<file path="src/rtl/muldiv_seq.sv">
// muldiv_seq: iterative RV32M multiply/divide sequencer.
// Shift-add multiply and restoring divide, one step per cycle.
module muldiv_seq #(
    parameter int XLEN = 32
) (
    input  logic            clk_i,
    input  logic            rst_i,
    input  logic            start_i,
    input  logic [2:0]      funct3_i,
    input  logic [XLEN-1:0] op_a_i,
    input  logic [XLEN-1:0] op_b_i,
    input  logic            flush_i,
    output logic            busy_o,
    output logic            done_o,
    output logic [XLEN-1:0] result_o
);

    typedef enum logic [2:0] {
        S_IDLE,
        S_PREP,
        S_CALC,
        S_FIX,
        S_DONE
    } state_t;

    localparam logic [XLEN-1:0] MIN_NEG = {1'b1, {(XLEN-1){1'b0}}};

    state_t            r_state;
    logic [2:0]        r_funct3;
    logic [XLEN-1:0]   r_a;
    logic [XLEN-1:0]   r_b;
    logic [XLEN-1:0]   r_ma;
    logic [XLEN-1:0]   r_mb;
    logic [2*XLEN-1:0] r_acc;
    logic [XLEN-1:0]   r_rem;
    logic [XLEN-1:0]   r_quo;
    logic [4:0]        r_cnt;
    logic              r_neg;
    logic              r_neg_rem;
    logic [XLEN-1:0]   r_result;

    logic              w_is_div;
    logic              w_a_sgn;
    logic              w_b_sgn;
    logic [XLEN-1:0]   w_mag_a;
    logic [XLEN-1:0]   w_mag_b;
    logic              w_div_zero;
    logic              w_ovf;
    logic [XLEN-1:0]   w_special;
    logic [XLEN-1:0]   w_addend;
    logic [XLEN:0]     w_sum;
    logic [XLEN:0]     w_shift;
    logic              w_ge;
    logic [XLEN-1:0]   w_diff;
    logic [2*XLEN-1:0] w_prod;
    logic [XLEN-1:0]   w_q;
    logic [XLEN-1:0]   w_r;
    logic [XLEN-1:0]   w_fix_res;

    assign busy_o   = (r_state != S_IDLE);
    assign done_o   = (r_state == S_DONE);
    assign result_o = r_result;

    // Operand signedness, magnitudes and special-case detection
    always_comb begin
        w_is_div = r_funct3[2];
        if (w_is_div) begin
            w_a_sgn = r_a[XLEN-1] & ~r_funct3[0];
            w_b_sgn = r_b[XLEN-1] & ~r_funct3[0];
        end else begin
            w_a_sgn = r_a[XLEN-1] & (r_funct3[1:0] == 2'b01 ||
                                     r_funct3[1:0] == 2'b10);
            w_b_sgn = r_b[XLEN-1] & (r_funct3[1:0] == 2'b01);
        end
        w_mag_a    = w_a_sgn ? -r_a : r_a;
        w_mag_b    = w_b_sgn ? -r_b : r_b;
        w_div_zero = w_is_div && (r_b == '0);
        w_ovf      = w_is_div && !r_funct3[0] &&
                     (r_a == MIN_NEG) && (r_b == '1);
        if (w_div_zero)
            w_special = r_funct3[1] ? r_a : '1;
        else
            w_special = r_funct3[1] ? '0 : MIN_NEG;
    end

    // One multiply or divide iteration, plus final sign fix-up
    always_comb begin
        w_addend  = r_mb[0] ? r_ma : '0;
        w_sum     = {1'b0, r_acc[2*XLEN-1:XLEN]} + {1'b0, w_addend};
        w_shift   = {r_rem, r_quo[XLEN-1]};
        w_ge      = (w_shift >= {1'b0, r_mb});
        w_diff    = w_shift[XLEN-1:0] - r_mb;
        w_prod    = r_neg ? -r_acc : r_acc;
        w_q       = r_neg ? -r_quo : r_quo;
        w_r       = r_neg_rem ? -r_rem : r_rem;
        w_fix_res = '0;
        case (r_funct3)
            3'b000:  w_fix_res = w_prod[XLEN-1:0];
            3'b001,
            3'b010,
            3'b011:  w_fix_res = w_prod[2*XLEN-1:XLEN];
            3'b100,
            3'b101:  w_fix_res = w_q;
            default: w_fix_res = w_r;
        endcase
    end

    // Sequencer state machine and datapath registers
    always_ff @(posedge clk_i or posedge rst_i) begin
        if (rst_i) begin
            r_state   <= S_IDLE;
            r_funct3  <= '0;
            r_a       <= '0;
            r_b       <= '0;
            r_ma      <= '0;
            r_mb      <= '0;
            r_acc     <= '0;
            r_rem     <= '0;
            r_quo     <= '0;
            r_cnt     <= '0;
            r_neg     <= 1'b0;
            r_neg_rem <= 1'b0;
            r_result  <= '0;
        end else if (flush_i) begin
            r_state <= S_IDLE;
        end else begin
            case (r_state)
                S_IDLE: begin
                    if (start_i) begin
                        r_funct3 <= funct3_i;
                        r_a      <= op_a_i;
                        r_b      <= op_b_i;
                        r_state  <= S_PREP;
                    end
                end
                S_PREP: begin
                    r_ma      <= w_mag_a;
                    r_mb      <= w_mag_b;
                    r_neg     <= w_a_sgn ^ w_b_sgn;
                    r_neg_rem <= w_a_sgn;
                    r_acc     <= '0;
                    r_rem     <= '0;
                    r_quo     <= w_mag_a;
                    r_cnt     <= '0;
                    if (w_div_zero || w_ovf) begin
                        r_result <= w_special;
                        r_state  <= S_DONE;
                    end else begin
                        r_state  <= S_CALC;
                    end
                end
                S_CALC: begin
                    if (w_is_div) begin
                        r_rem <= w_ge ? w_diff : w_shift[XLEN-1:0];
                        r_quo <= {r_quo[XLEN-2:0], w_ge};
                    end else begin
                        r_acc <= {w_sum, r_acc[XLEN-1:1]};
                        r_mb  <= r_mb >> 1;
                    end
                    r_cnt <= r_cnt + 5'd1;
                    if (r_cnt == 5'd31)
                        r_state <= S_FIX;
                end
                S_FIX: begin
                    r_result <= w_fix_res;
                    r_state  <= S_DONE;
                end
                S_DONE: begin
                    r_state <= S_IDLE;
                end
                default: begin
                    r_state <= S_IDLE;
                end
            endcase
        end
    end

endmodule

</file>
<file path="config.mk">
export PLATFORM = sky130hd
export DESIGN_NAME = muldiv_seq
export DESIGN_NICKNAME = d
export VERILOG_FILES = /design/src/rtl/muldiv_seq.sv
export SDC_FILE = /design/constraint.sdc
export NUM_CORES = 1
export LEC_CHECK = 0
export BUFFER_PORTS_ARGS = -buffer_cell sky130_fd_sc_hd__buf_2
export CORE_MARGIN = 1
export CORE_UTILIZATION = 35
export CTS_CLUSTER_SIZE = 12
export DETAILED_ROUTE_END_ITERATION = 6
export SLEW_MARGIN = 20
export SYNTH_ARGS = -nofsm -noshare
export SYNTH_HDL_FRONTEND = slang
export SYNTH_SLANG_ARGS = --single-unit
export TNS_END_PERCENT = 1
</file>
<file path="constraint.sdc">
create_clock -name clk_i -period 10.9 [get_ports clk_i]
set_clock_uncertainty 0.1 [all_clocks]
set_input_delay 0.545 -clock clk_i [delete_from_list [all_inputs] [get_ports clk_i]]
set_output_delay 0.545 -clock clk_i [all_outputs]
set_load 0.005 [all_outputs]
</file>
# == Word level (Yosys, flattened, before mapping) ==
# Index checks and enable logic that the tools add are counted.
# op_classes
add_sub_neg,8
magnitude_cmp,1
eq_ne,19
n_mux,29
n_bitwise,7
n_reduce_logical,22
# op_table
operator,count
2-to-1 mux 32 bit,13
case mux 32 bit (2 select lines),4
2-to-1 mux 64 bit,2
negator 32 bit,4
case mux 64 bit (2 select lines),1
case mux 32 bit (3 select lines),1
"equality test 32 bit, second input constant",2
negator 64 bit,1
adder 32 x 32 -> 33 bit,1
>= comparator 33 x 32 -> 1 bit,1
logical NOT 32 bit,1
subtractor 32 bit,1
"equality test 3 x 2 -> 1 bit, second input constant",4
2-to-1 mux 3 bit,4
case mux 3 bit (4 select lines),1
AND reduction 3 bit,4
case mux 5 bit (2 select lines),1
"equality test 3 bit, second input constant",3
"equality test 3 x 1 -> 1 bit, second input constant",2
logical NOT 3 bit,2
"inequality test 2 bit, second input constant",3
"inequality test 3 bit, second input constant",2
AND reduction 2 bit,3
"adder 5 x 1 -> 5 bit, second input constant",1
other kinds (14),24
# totals
regBits,301
in_bits,71
out_inout_bits,34
elab_cells,99

# == Longest topological paths before layout ==
# depth
ltp_word,8
depth_mapped,14
depth_no_buf,14

# == Least setup slack after synthesis ==
# OpenSTA, ideal clock, no wires.
# synth_path
kind,register to register
startpoint,register r_acc[21]
endpoint,"register r_result[16], in the netlist result_o[16]"
setup_time_ns,0.125
t_arrival_ns,2.861
t_required_ns,10.675
slack_ns,7.814
stages_incl_launch_ff,11
path_buffers,0
synth_period_minus_slack_ns,3.086
path_cell_list,dfrtp_1 or4_4 or4_4 nor4_4 nand2b_2 nand2b_4 o21ai_2 xnor2_1 a221oi_2 o21ai_1 mux2_4
# synth_via
elab_chain_cells,4
# synth_lines
element,line_no,rtl
start: declaration,34,logic [2*XLEN-1:0] r_acc;
start signal: assignment,157,"r_acc <= {w_sum, r_acc[XLEN-1:1]};"
negator 64 bit,93,w_prod = r_neg ? -r_acc : r_acc;
2-to-1 mux 64 bit,93,
case mux 32 bit (3 select lines),97,case (r_funct3)
case mux 32 bit (2 select lines),127,case (r_state)
end signal: assignment,146,r_result <= w_special;
end signal: assignment,165,r_result <= w_fix_res;
end: declaration,40,logic [XLEN-1:0] r_result;
# No other way between the ends.
# A chain may end at the register's enable or synchronous reset.

# == Worst setup path in the final report ==
# layout_path
startpoint,register r_a[2]
endpoint,"register r_result[11], in the netlist result_o[11]"
# layout_via
elab_chain_cells,6
# layout_lines
element,line_no,rtl
start: declaration,30,logic [XLEN-1:0] r_a;
start signal: assignment,131,r_a <= op_a_i;
equality test 32 bit,79,(r_a == MIN_NEG) && (r_b == '1);
logical AND 1 bit,78,w_ovf = w_is_div && !r_funct3[0] &&
logical AND 1 bit,79,
logical OR 1 bit,145,if (w_div_zero || w_ovf) begin
inequality test 2 bit (no line),-,
AND reduction 3 bit (no line),-,
# No other way between the ends.

==> impl_metrics.toml <==
[outcome]
outcome = "finished clean"

[cells_and_area]
utilization_pct = 39.8
mostFrequentLayoutCells = "300 x dfrtp_1, 251 x nand2_1, 245 x o21ai_0"
layout-drive-gt1-share_pct = 12.2
layout_commonest_cell = "dfrtp_1"
nNetsFinal = 2542
syn_to_final_growth_pct = 12.7

[floorplanning]
pin_count = 105
dieArea_um2 = 59100
die_w_um = 243
start_util_pct = 35.3
die_y_um = 243
core_area_um2 = 57600
rows = 88

[global_routing]
grt_max_degree = 146
grt_first_pass_wirelength_um = 106000
grt_pass1_vias = 17323
track_usage_pct = 23.2
overflow = 0
antenna_found_initial = 4

[yosys]
synth_edf_count = 0
synth_fp_nets = 2509
synthCells = 2360
synth-main-ff-cell = "dfrtp_1"
syn_area_per_cell_um2 = 8.62
synth_top_area_share_pct = 37.0
ys_types = 75
synth.cell_area_um2 = 20300
ys_warn_count = 0
ys_ff_latch = 301
async_reset_ff_share_pct = 100
synth_area_leaders = "dfrtp_1 37%, o21ai_0 6.0%, xnor2_1 5.0%"
yosys.area.top_type = "dfrtp_1"
synth-seq-area-share_pct = 37.0

[power]
p_leak_nw = 9.96
cellPowerDensity_nw_per_um2 = 244
irDropWorstVdd_mv = 0.131

[timing]
rsz0062_at_grt = "no"
setup_violations = 0
slew_headroom_pct = 33.3
fmax_mhz = 242
hold_violations = 0
min_period_ns = 4.13
min_period_over_period_pct = 37.9
worstMarginPinSlew_ns = 1.00
tns_ns = 0
maxSlewViolCount = 0

[placement]
dpl.hpwl_um = 51900
place.gp.congestion = 1.00
io_buffers = 104

[detailed_routing]
wl_um = 69400
viasPerCell = 5.74
drt_pre_antenna_iters = 6
postRouteAntennaNets = 0
drtIter0Drc = 1634
wl_per_cell_um = 21.7
drcViolationCount = 0
vias = 18298

[setup_path]
crit_path_end_kind = "flop"
crit_buf_inv = 1
cp_top_family = "simple AND/OR/NAND/NOR gates"
criticalPathCategory = "flop to flop"
cp.arrival_ns = 4.51
critPathLaunchType = "flop"
worstPathRequired_ns = 11.28
cp_cell_sequence = "nor3_1 -> nand4b_1 -> nor4_4 -> nand3b_1 -> or3b_1 -> o211a_1 -> or2_2 -> buf_4 -> nor2_1 -> o21ai_0 -> o211ai_1"
cpMaxStageDelayCell = "or3b_1"
path_max_fanout = 54
max_stage_delay_ns = 0.55

[flow_run]
maxCapViolations = 0

[clocking]
cts_resized = 0
clockBufferDepth = 3
cts_buffers = 38
path_clk_slew_ns = 0.06
cts_max_level = 2
cts_tree = "yes"
root_buffer = "clkbuf_16"
holdBufCountCts = 1
clk_latency_ns = 0.58
cts_sinks = 301
cts_setup_buffers = 0

[min_path]
hold_path_class = "input port to flop"
## area by class of cell
| class | instances | area, µm² |
|---|---|---|
| clock buffers | 55 | 1100 |
| well taps | 765 | 957 |
| fillers | 5710 | 34600 |
| inverters | 76 | 293 |
| clock inverters | 15 | 272 |
| repair buffers | 125 | 697 |
| diodes | 1 | 2.50 |
| multi-input cells | 1851 | 12100 |
| flip-flops and latches | 301 | 7530 |
## through the flow
step | area (µm²) | power, mW | setup slack [ns] | hold slack (ns) | cells
global placement | 21600 | 4.11 | 6.93 | 0.371 | 3117
finish | 22900 | 5.60 | 6.77 | 0.0993 | 3189
CTS | 22900 | 5.57 | 6.75 | 0.0729 | 3188
detailed placement | 21600 | 4.14 | 6.79 | 0.366 | 3117
floorplan | 20300 | 3.36 | 1.94 | 0.350 | 2360
global route | 22900 | 5.93 | 6.49 | 0.0949 | 3188
## final timing paths
kind / endpoint / from / slack, ns / depth (start not counted)
setup / recovery: result_o[11] / r_a[2] / 6.77 / 11
hold / removal: r_b[3] / op_b_i[3] / 0.1 / 2
setup reg to reg: result_o[11] / r_a[2] / 6.77 / 11
hold reg to reg: result_o[3] / result_o[3] / 0.38 / 2
max in group asynchronous: r_ma[21] / rst_i / 8.06 / 5
min in group asynchronous: r_rem[9] / rst_i / 0.51 / 3
## sequential cells by signal (all words and copies together), names as in the netlist, 32 cells and up
name      cells
result_o     32
r_rem        32
r_mb         32
r_a          32
r_b          32
r_acc        64
r_ma         32
r_quo        32
## routing by layer
metal | vias to the layer above | share of wire (%) | GRT usage (%)
li1 | 8548 | - | -
met1 | 9000 | 45 | 32.8
met2 | 638 | 44 | 35.0
met3 | 110 | 7.4 | 3.93
met4 | 2 | 3.8 | 9.16
met5 | - | 0.022 | 0
## cell usage after synthesis (19+ instances only)
master and count:
dfrtp_1 301, nand2_1 251, o21ai_0 245, a21oi_1 204, nor2_1 184, xnor2_1 117, xor2_1 115, clkbuf_1 107
ha_1 76, inv_1 75, mux2_2 71, o31ai_1 48, and2_1 39, a21o_1 35, a22o_1 35, nor3_1 34
nand3_1 28, mux2i_1 26, o22ai_1 21, o41ai_1 21, a31oi_1 20, nor4_1 20, or3_1 20, nand4_1 19
## logic make-up (layout without fill, tap and decap cells)
kind of cell               after synthesis  count (layout)  share of synthesized area, %
AOI/OAI and AO/OA                      745             745                          22.6
xor gates and xnor gates               232             232                          9.99
adders and majority gates               78              78                          4.87
buffers and inverters                  208             271                          3.91
DFF                                    301             301                          37.0
muxes                                   98              98                          5.28
other                                    0               1                             0
and+or+nand+nor                        698             698                          16.4
## where the power goes
part / leakage [nW] / switching, mW / internal, mW
Clock: 0.669 / 0.532 / 0.869
Sequential: 3.84 / 0.436 / 1.41
Combinational: 5.45 / 1.45 / 0.903
Total: 9.96 / 2.42 / 3.18
No activity file was read; power rests on OpenSTA's default activity.
